==> config.mk <==
export PLATFORM = sky130hd
export DESIGN_NAME = uart_tx_arbiter_flat
export DESIGN_NICKNAME = d
export VERILOG_FILES = /design/src/rtl/uart_arb_pkg.sv /design/src/rtl/uart_tx_arbiter_if.sv /design/src/rtl/rr_picker.sv /design/src/rtl/uart_tx_arbiter.sv /design/src/flat_wrapper.sv
export SDC_FILE = /design/constraint.sdc
export NUM_CORES = 1
export LEC_CHECK = 0
export BUFFER_PORTS_ARGS = -buffer_cell sky130_fd_sc_hd__buf_2
export CORE_UTILIZATION = 48
export DETAILED_ROUTE_END_ITERATION = 6
export PLACE_DENSITY_LB_ADDON = 0.1
export SETUP_SLACK_MARGIN = 0.2
export SLEW_MARGIN = 20
export SYNTH_ARGS = -nofsm -noshare
export SYNTH_HDL_FRONTEND = slang
export SYNTH_SLANG_ARGS = --single-unit
export TNS_END_PERCENT = 50
==> constraint.sdc <==
create_clock -name clk -period 2.7 [get_ports clk]
set_clock_uncertainty 0.15 [all_clocks]
set_input_delay 0 -clock clk [delete_from_list [all_inputs] [get_ports clk]]
set_output_delay 0 -clock clk [all_outputs]
set_load 0.03 [all_outputs]
==> src/rtl/uart_arb_pkg.sv <==
// Shared types, constants and the round-robin pick helper for the UART transmit arbiter.
package uart_arb_pkg;

  typedef enum logic [1:0] {
    IDLE,
    HDR,
    DATA,
    TXW
  } arb_state_t;

  // Upper nibble of the per-packet channel-tag header byte.
  localparam logic [3:0] HDR_MAGIC = 4'hA;

  // First set bit of req at or after ptr, wrapping at n (not at 8). Returns ptr if none is set.
  function automatic logic [2:0] rr_pick(input logic [7:0] req, input logic [2:0] ptr,
                                         input int unsigned n);
    logic [2:0]  pick;
    logic        found;
    int unsigned idx;
    pick  = ptr;
    found = 1'b0;
    for (int unsigned i = 0; i < 8; i++) begin
      idx = 32'(ptr) + i;
      if (idx >= n) idx = idx - n;
      if (!found && (i < n) && req[idx[2:0]]) begin
        pick  = idx[2:0];
        found = 1'b1;
      end
    end
    return pick;
  endfunction

endpackage

==> src/rtl/uart_tx_arbiter_if.sv <==
// Requester byte streams plus the UART transmit handshake shared by the arbiter.
interface uart_tx_arbiter_if #(
  parameter int unsigned N_REQ = 4
);
  logic [N_REQ-1:0]   req_valid;
  logic [8*N_REQ-1:0] req_data;
  logic [N_REQ-1:0]   req_last;
  logic [N_REQ-1:0]   req_ready;
  logic               uart_transmit;
  logic [7:0]         uart_tx_byte;
  logic               uart_is_transmitting;

  // master: byte sources and the UART; slave: the arbiter.
  modport master (
    output req_valid, req_data, req_last, uart_is_transmitting,
    input  req_ready, uart_transmit, uart_tx_byte
  );

  modport slave (
    input  req_valid, req_data, req_last, uart_is_transmitting,
    output req_ready, uart_transmit, uart_tx_byte
  );
endinterface

==> src/rtl/rr_picker.sv <==
// Registered round-robin priority encoder: holds the rr pointer and the latched grant.
module rr_picker
  import uart_arb_pkg::*;
#(
  parameter int unsigned N_REQ = 4
) (
  input  logic             clk,
  input  logic             rst,
  input  logic [N_REQ-1:0] req_i,
  input  logic             pick_i,
  input  logic             adv_i,
  output logic [2:0]       grant_id_o
);

  logic [2:0] ptr_q;
  logic [2:0] grant_q;

  // Latch a new grant on pick; move the pointer past the current grant on release.
  always_ff @(posedge clk) begin
    if (rst) begin
      ptr_q   <= 3'd0;
      grant_q <= 3'd0;
    end else begin
      if (pick_i) grant_q <= rr_pick(8'(req_i), ptr_q, N_REQ);
      if (adv_i)  ptr_q   <= (grant_q == 3'(N_REQ - 1)) ? 3'd0 : grant_q + 3'd1;
    end
  end

  assign grant_id_o = grant_q;

endmodule

==> src/rtl/uart_tx_arbiter.sv <==
// Shares one UART transmitter between N_REQ byte streams, round-robin per packet,
// with an optional channel-tag header byte and an idle watchdog on stalled grants.
module uart_tx_arbiter
  import uart_arb_pkg::*;
#(
  parameter int unsigned N_REQ    = 4,
  parameter int unsigned TAG_EN   = 1,
  parameter int unsigned IDLE_MAX = 1024
) (
  input  logic             clk,
  input  logic             rst,
  uart_tx_arbiter_if.slave bus,
  output logic [2:0]       grant_id,
  output logic             busy,
  output logic             abort_pulse,
  output logic [2:0]       abort_id
);

  localparam int unsigned CntW = $clog2(IDLE_MAX + 1);

  arb_state_t      state_q;
  logic [7:0]      tx_byte_q;
  logic            transmit_q;
  logic            last_q;
  logic            hdr_done_q;
  logic            guard_q;
  logic            abort_pulse_q;
  logic [2:0]      abort_id_q;
  logic [CntW-1:0] idle_cnt_q;

  logic             sel_valid;
  logic             sel_last;
  logic [7:0]       sel_data;
  logic [N_REQ-1:0] ready_w;
  logic             xfer;
  logic             abort_now;
  logic             txw_done;
  logic             pick_en;
  logic             adv_en;

  // Route the granted requester's stream; ready only to the grant, only in DATA with UART free.
  always_comb begin
    sel_valid = 1'b0;
    sel_last  = 1'b0;
    sel_data  = 8'h00;
    ready_w   = '0;
    for (int unsigned i = 0; i < N_REQ; i++) begin
      if (grant_id == 3'(i)) begin
        sel_valid  = bus.req_valid[i];
        sel_last   = bus.req_last[i];
        sel_data   = bus.req_data[8*i +: 8];
        ready_w[i] = (state_q == DATA) && !bus.uart_is_transmitting;
      end
    end
  end

  assign xfer      = (state_q == DATA) && !bus.uart_is_transmitting && sel_valid;
  assign abort_now = (state_q == DATA) && !sel_valid && (idle_cnt_q == CntW'(IDLE_MAX - 1));
  assign txw_done  = (state_q == TXW) && !guard_q && !bus.uart_is_transmitting;
  // A frame left running by a reset must finish before anyone is granted.
  assign pick_en   = (state_q == IDLE) && (|bus.req_valid) && !bus.uart_is_transmitting;
  assign adv_en    = (txw_done && last_q && !hdr_done_q) || abort_now;

  rr_picker #(
    .N_REQ (N_REQ)
  ) u_picker (
    .clk        (clk),
    .rst        (rst),
    .req_i      (bus.req_valid),
    .pick_i     (pick_en),
    .adv_i      (adv_en),
    .grant_id_o (grant_id)
  );

  // Packet FSM with registered UART strobe/byte, watchdog counter and abort report.
  always_ff @(posedge clk) begin
    if (rst) begin
      state_q       <= IDLE;
      tx_byte_q     <= 8'h00;
      transmit_q    <= 1'b0;
      last_q        <= 1'b0;
      hdr_done_q    <= 1'b0;
      guard_q       <= 1'b0;
      abort_pulse_q <= 1'b0;
      abort_id_q    <= 3'd0;
      idle_cnt_q    <= '0;
    end else begin
      transmit_q    <= 1'b0;
      abort_pulse_q <= 1'b0;
      unique case (state_q)
        IDLE: begin
          idle_cnt_q <= '0;
          hdr_done_q <= 1'b0;
          if (pick_en) state_q <= (TAG_EN != 0) ? HDR : DATA;
        end
        HDR: begin
          tx_byte_q  <= {HDR_MAGIC, 1'b0, grant_id};
          transmit_q <= 1'b1;
          hdr_done_q <= 1'b1;
          guard_q    <= 1'b1;
          state_q    <= TXW;
        end
        DATA: begin
          if (xfer) begin
            tx_byte_q  <= sel_data;
            last_q     <= sel_last;
            hdr_done_q <= 1'b0;
            transmit_q <= 1'b1;
            guard_q    <= 1'b1;
            idle_cnt_q <= '0;
            state_q    <= TXW;
          end else if (abort_now) begin
            abort_pulse_q <= 1'b1;
            abort_id_q    <= grant_id;
            idle_cnt_q    <= '0;
            state_q       <= IDLE;
          end else if (!sel_valid && (idle_cnt_q != '1)) begin
            idle_cnt_q <= idle_cnt_q + 1'b1;
          end
        end
        TXW: begin
          // The UART only raises is_transmitting after seeing the strobe, so skip one cycle.
          if (guard_q) begin
            guard_q <= 1'b0;
          end else if (txw_done) begin
            state_q <= (last_q && !hdr_done_q) ? IDLE : DATA;
          end
        end
        default: state_q <= IDLE;
      endcase
    end
  end

  assign bus.req_ready     = ready_w;
  assign bus.uart_transmit = transmit_q;
  assign bus.uart_tx_byte  = tx_byte_q;
  assign busy              = (state_q != IDLE);
  assign abort_pulse       = abort_pulse_q;
  assign abort_id          = abort_id_q;

endmodule
==> src/flat_wrapper.sv <==
// flat-port wrapper written by rule: the top's interface ports become plain ports
module uart_tx_arbiter_flat import uart_arb_pkg::*;
#(
  parameter int unsigned N_REQ    = 4,
  parameter int unsigned TAG_EN   = 1,
  parameter int unsigned IDLE_MAX = 1024
)
  (clk, rst, grant_id, busy, abort_pulse, abort_id, bus_req_valid, bus_req_data, bus_req_last, bus_uart_is_transmitting, bus_req_ready, bus_uart_transmit, bus_uart_tx_byte);
  uart_tx_arbiter_if #(.N_REQ(N_REQ)) bus_i ();
  input  logic clk;
  input  logic rst;
  output logic [2:0] grant_id;
  output logic busy;
  output logic abort_pulse;
  output logic [2:0] abort_id;
  input wire logic [$bits(bus_i.req_valid)-1:0] bus_req_valid;
  input wire logic [$bits(bus_i.req_data)-1:0] bus_req_data;
  input wire logic [$bits(bus_i.req_last)-1:0] bus_req_last;
  input wire logic [$bits(bus_i.uart_is_transmitting)-1:0] bus_uart_is_transmitting;
  output wire logic [$bits(bus_i.req_ready)-1:0] bus_req_ready;
  output wire logic [$bits(bus_i.uart_transmit)-1:0] bus_uart_transmit;
  output wire logic [$bits(bus_i.uart_tx_byte)-1:0] bus_uart_tx_byte;
  assign bus_i.req_valid = bus_req_valid;
  assign bus_i.req_data = bus_req_data;
  assign bus_i.req_last = bus_req_last;
  assign bus_i.uart_is_transmitting = bus_uart_is_transmitting;
  assign bus_req_ready = bus_i.req_ready;
  assign bus_uart_transmit = bus_i.uart_transmit;
  assign bus_uart_tx_byte = bus_i.uart_tx_byte;
  uart_tx_arbiter #(.N_REQ(N_REQ), .TAG_EN(TAG_EN), .IDLE_MAX(IDLE_MAX)) u_core (.clk(clk), .rst(rst), .bus(bus_i), .grant_id(grant_id), .busy(busy), .abort_pulse(abort_pulse), .abort_id(abort_id));
endmodule
==> results by group <==
Pwr
  – Pwr dens: 667 nW/um2
  – Peak supply drop: 0.000288 V
  – Design Power: 2.12 mW
  – Pleak: 1.29 nW

Layout
  – Fillers: 487
  – Area occupied by multi-input gates: 1710 um2
  – Layout cells sized above 1: 25.6%
  – Fin nets: 447
  – ANT cells: 0
  – Design Area, Final: 3170 um2
  – Storage cell area: 703 um2
  – P&R area growth vs syn: 25.3%

Yosys
  – Post-synth net total: 376
  – Top_reg_cell synth: dfxtp_1
  – Distinct cells, synth: 55
  – Async SR Flop Fraction: 0%
  – Syn Std Cell Area: 2530 um2
  – Post-synth top cells: dfxtp_1 (35), nand2_1 (35), a21oi_1 (29)
  – Area leader, netlist: dfxtp_1
  – Mapped Avg Cell Area: 7.86 um2
  – Synth Register Bits: 35
  – Gate Count Post-Synth: 322
  – Ys Warns: 0
  – Synth area leaders: dfxtp_1 (28%), a21oi_1 (5.7%), ha_1 (5.4%), nand2_1 (5.2%), a311oi_1 (3.5%)
  – Top-area cell type share of the netlist area: 27.7%
  – Seq/Total Area, Yosys: 27.7%
  – EDFF count, synth: 0

Placed design
  – IO Port Bufs: 63
  – GPL Wtd Cong: 0.873
  – Pre-CTS WS: 0.308 ns
  – HPWL Detailed: 4940 um
  – DP Area: 2930 um2

Worst setup path
  – Critical-path top delay cell: a211o_2
  – Worst R2R Setup Slack: 0.36 ns
  – Critical R2R Launch: u_core.u_picker.grant_id_o[1]
  – WP data arrival: 2.39 ns
  – CP top delay family: simple AND/OR/NAND/NOR gates
  – Crit-path max cell delay: 0.41 ns
  – Critical path origin: u_core.u_picker.grant_id_o[1]
  – Worst EP required: 2.75 ns
  – Setup crit start kind: flip-flop
  – Type of destination of the critical path: flip-flop
  – Buf/Inv on CP: 1
  – Worst path cell trace: inv_1, ha_2, nand3b_4, a211o_2, and4_4, or3_1, a311oi_1
  – Critical path fanouts, max: 9
  – Setup CP Type: flip-flop to flip-flop

Detailed routing
  – DR vias/cell: 5.89
  – Via count: 2734
  – Detailed Routing Iterations Pass 1: 4
  – WL/cell: 14.6 um
  – Drt initial violations: 169
  – Post-Route WL: 6780 um
  – Detail Route Antenna Nets: 0
  – DR DRC count: 0

STA
  – Setup Viol. Count Final: 0
  – Period minus WS final: 2.34 ns
  – Setup_tns: 0 ns
  – Final hold violations: 0
  – Actual slew at the worst max-slew pin: 0.616 ns
  – Final Cycle Share: 86.8%
  – Fmax: 427 MHz
  – Fin Hold WS: 0.00402 ns
  – Fin worst setup slack: 0.356 ns
  – Final Max Slew Viols: 0
  – Unrepaired setup endpoints after global routing: false
  – Rel. slew slack: 58.6%

Clocking
  – Skew-Pair Late Insertion Delay: 0.29 ns
  – Clock sink count: 35
  – CTS tree: done
  – Root Driver: clkbuf_8
  – Num CTS Buffers: 5
  – Reg clk slew, reported paths: 0.07 ns
  – Clock tree buffer depth: 2
  – Htree depth: 2

GRT
  – Initial antenna violation count: 0
  – First-pass GRT wire length: 10600 um
  – Vias in the first global route: 2351
  – Aggregate global routing overflow: 0
  – Largest net degree at the start of global routing: 23
  – Gr usage total: 24.7%

Hold path
  – HP Class: primary input to flip-flop
  – Hold Startpoint: bus_req_last[2]

Die
  – Core Region: 5110 um2
  – Die W: 74.6 um
  – I/O pin total: 64
  – Cell Rows: 26
  – Initial core utilization: 49.6%
  – Die area: 5570 um2
  – Die H: 74.6 um

Run
  – Maxcap violations: 0

Status
  – Status: finished, final reports clean
[flip-flops by register name, summed over array words and instances (netlist names)]
name                        flops
u_core.abort_id                 3
u_core.abort_pulse              1
u_core.bus.uart_transmit        1
u_core.bus.uart_tx_byte         8
u_core.guard_q                  1
u_core.hdr_done_q               1
u_core.idle_cnt_q              11
u_core.last_q                   1
u_core.state_q                  2
u_core.u_picker.grant_id_o      3
u_core.u_picker.ptr_q           3
[where the power goes]
group	switching, mW	internal (mW)	total [mW]
clock	0.197	0.233	0.430
combinational	0.645	0.405	1.05
sequential	0.0506	0.588	0.638
total	0.892	1.23	2.12
[metrics by stage]
| step | cells | utilization (%) |
|---|---|---|
| 2_1_floorplan | 322 | - |
| 3_3_place_gp | 446 | 57.4 |
| 3_5_place_dp | 446 | 57.4 |
| 4_1_cts | 463 | 61.1 |
| 5_1_grt | 464 | 62.2 |
| 6_report | 464 | 62.2 |
[cell usage in the layout (no fill, tap or decap), types with 7 or more instances in the layout]
cell            n
o21ai_0        15
dlygate4sd3_1   9
ha_1           10
nor2b_1        10
a311oi_1       10
dfxtp_1        33
inv_1          17
nand3_1        15
a31oi_1         8
nand2_1        35
a21oi_1        28
clkbuf_8        7
a211oi_1        8
buf_4          12
buf_2          63
nor2_1          8
[logic make-up (layout without fill, tap and decap cells)]
kind of cell | count (synthesis) | after routing | synth area share (%)
buffers and inverters | 38 | 110 | 6.32
AND/OR/NAND/NOR | 121 | 121 | 26.8
adder cells (fa/ha/maj) | 11 | 11 | 5.43
AO/OA/AOI/OAI | 109 | 109 | 29.9
flip-flops | 35 | 35 | 27.7
multiplexers | 8 | 8 | 3.80
[timing repair]
item | CTS | global route
buffers inserted | 0 | 1
gates resized for setup | 0 | 10
endpoints found under the hold margin | 18 | 0
endpoints found under the setup margin | 0 | 23
hold buffers | 9 | 0
[final cells by class]
cell class	instances	share of cell area, %
clock buffer	8	3.15
inverter	17	2.01
sequential	35	22.2
timing repair buffer	85	16.0
tap	70	2.76
multi-input combinational	249	54.0
[path summary, 6_finish.rpt]
check                               to  cells after the start
setup / recovery  u_core.idle_cnt_q[5]                      7
hold / removal           u_core.last_q                      5
setup reg to reg  u_core.idle_cnt_q[5]                      7
hold reg to reg     u_core.abort_id[1]                      2
[routing by layer]
layer / share of wire [%] / track usage (%) / wire length [um] / vias to the layer above
met1: 47 / 34.0 / 3170 / 1282
li1: - / - / - / 1359
met2: 48 / 39.6 / 3230 / 84
met4: 1.3 / 7.97 / 87 / 0
met5: 0 / 0 / 0 / -
met3: 4.4 / 3.75 / 298 / 9
[worst min-delay path, cell delays in order]
cell     delay [ns]
buf_2          0.10
nor2b_1        0.10
o31ai_1        0.08
nand2_1        0.06
a21oi_1        0.05
(Power assumes the default switching activity.)
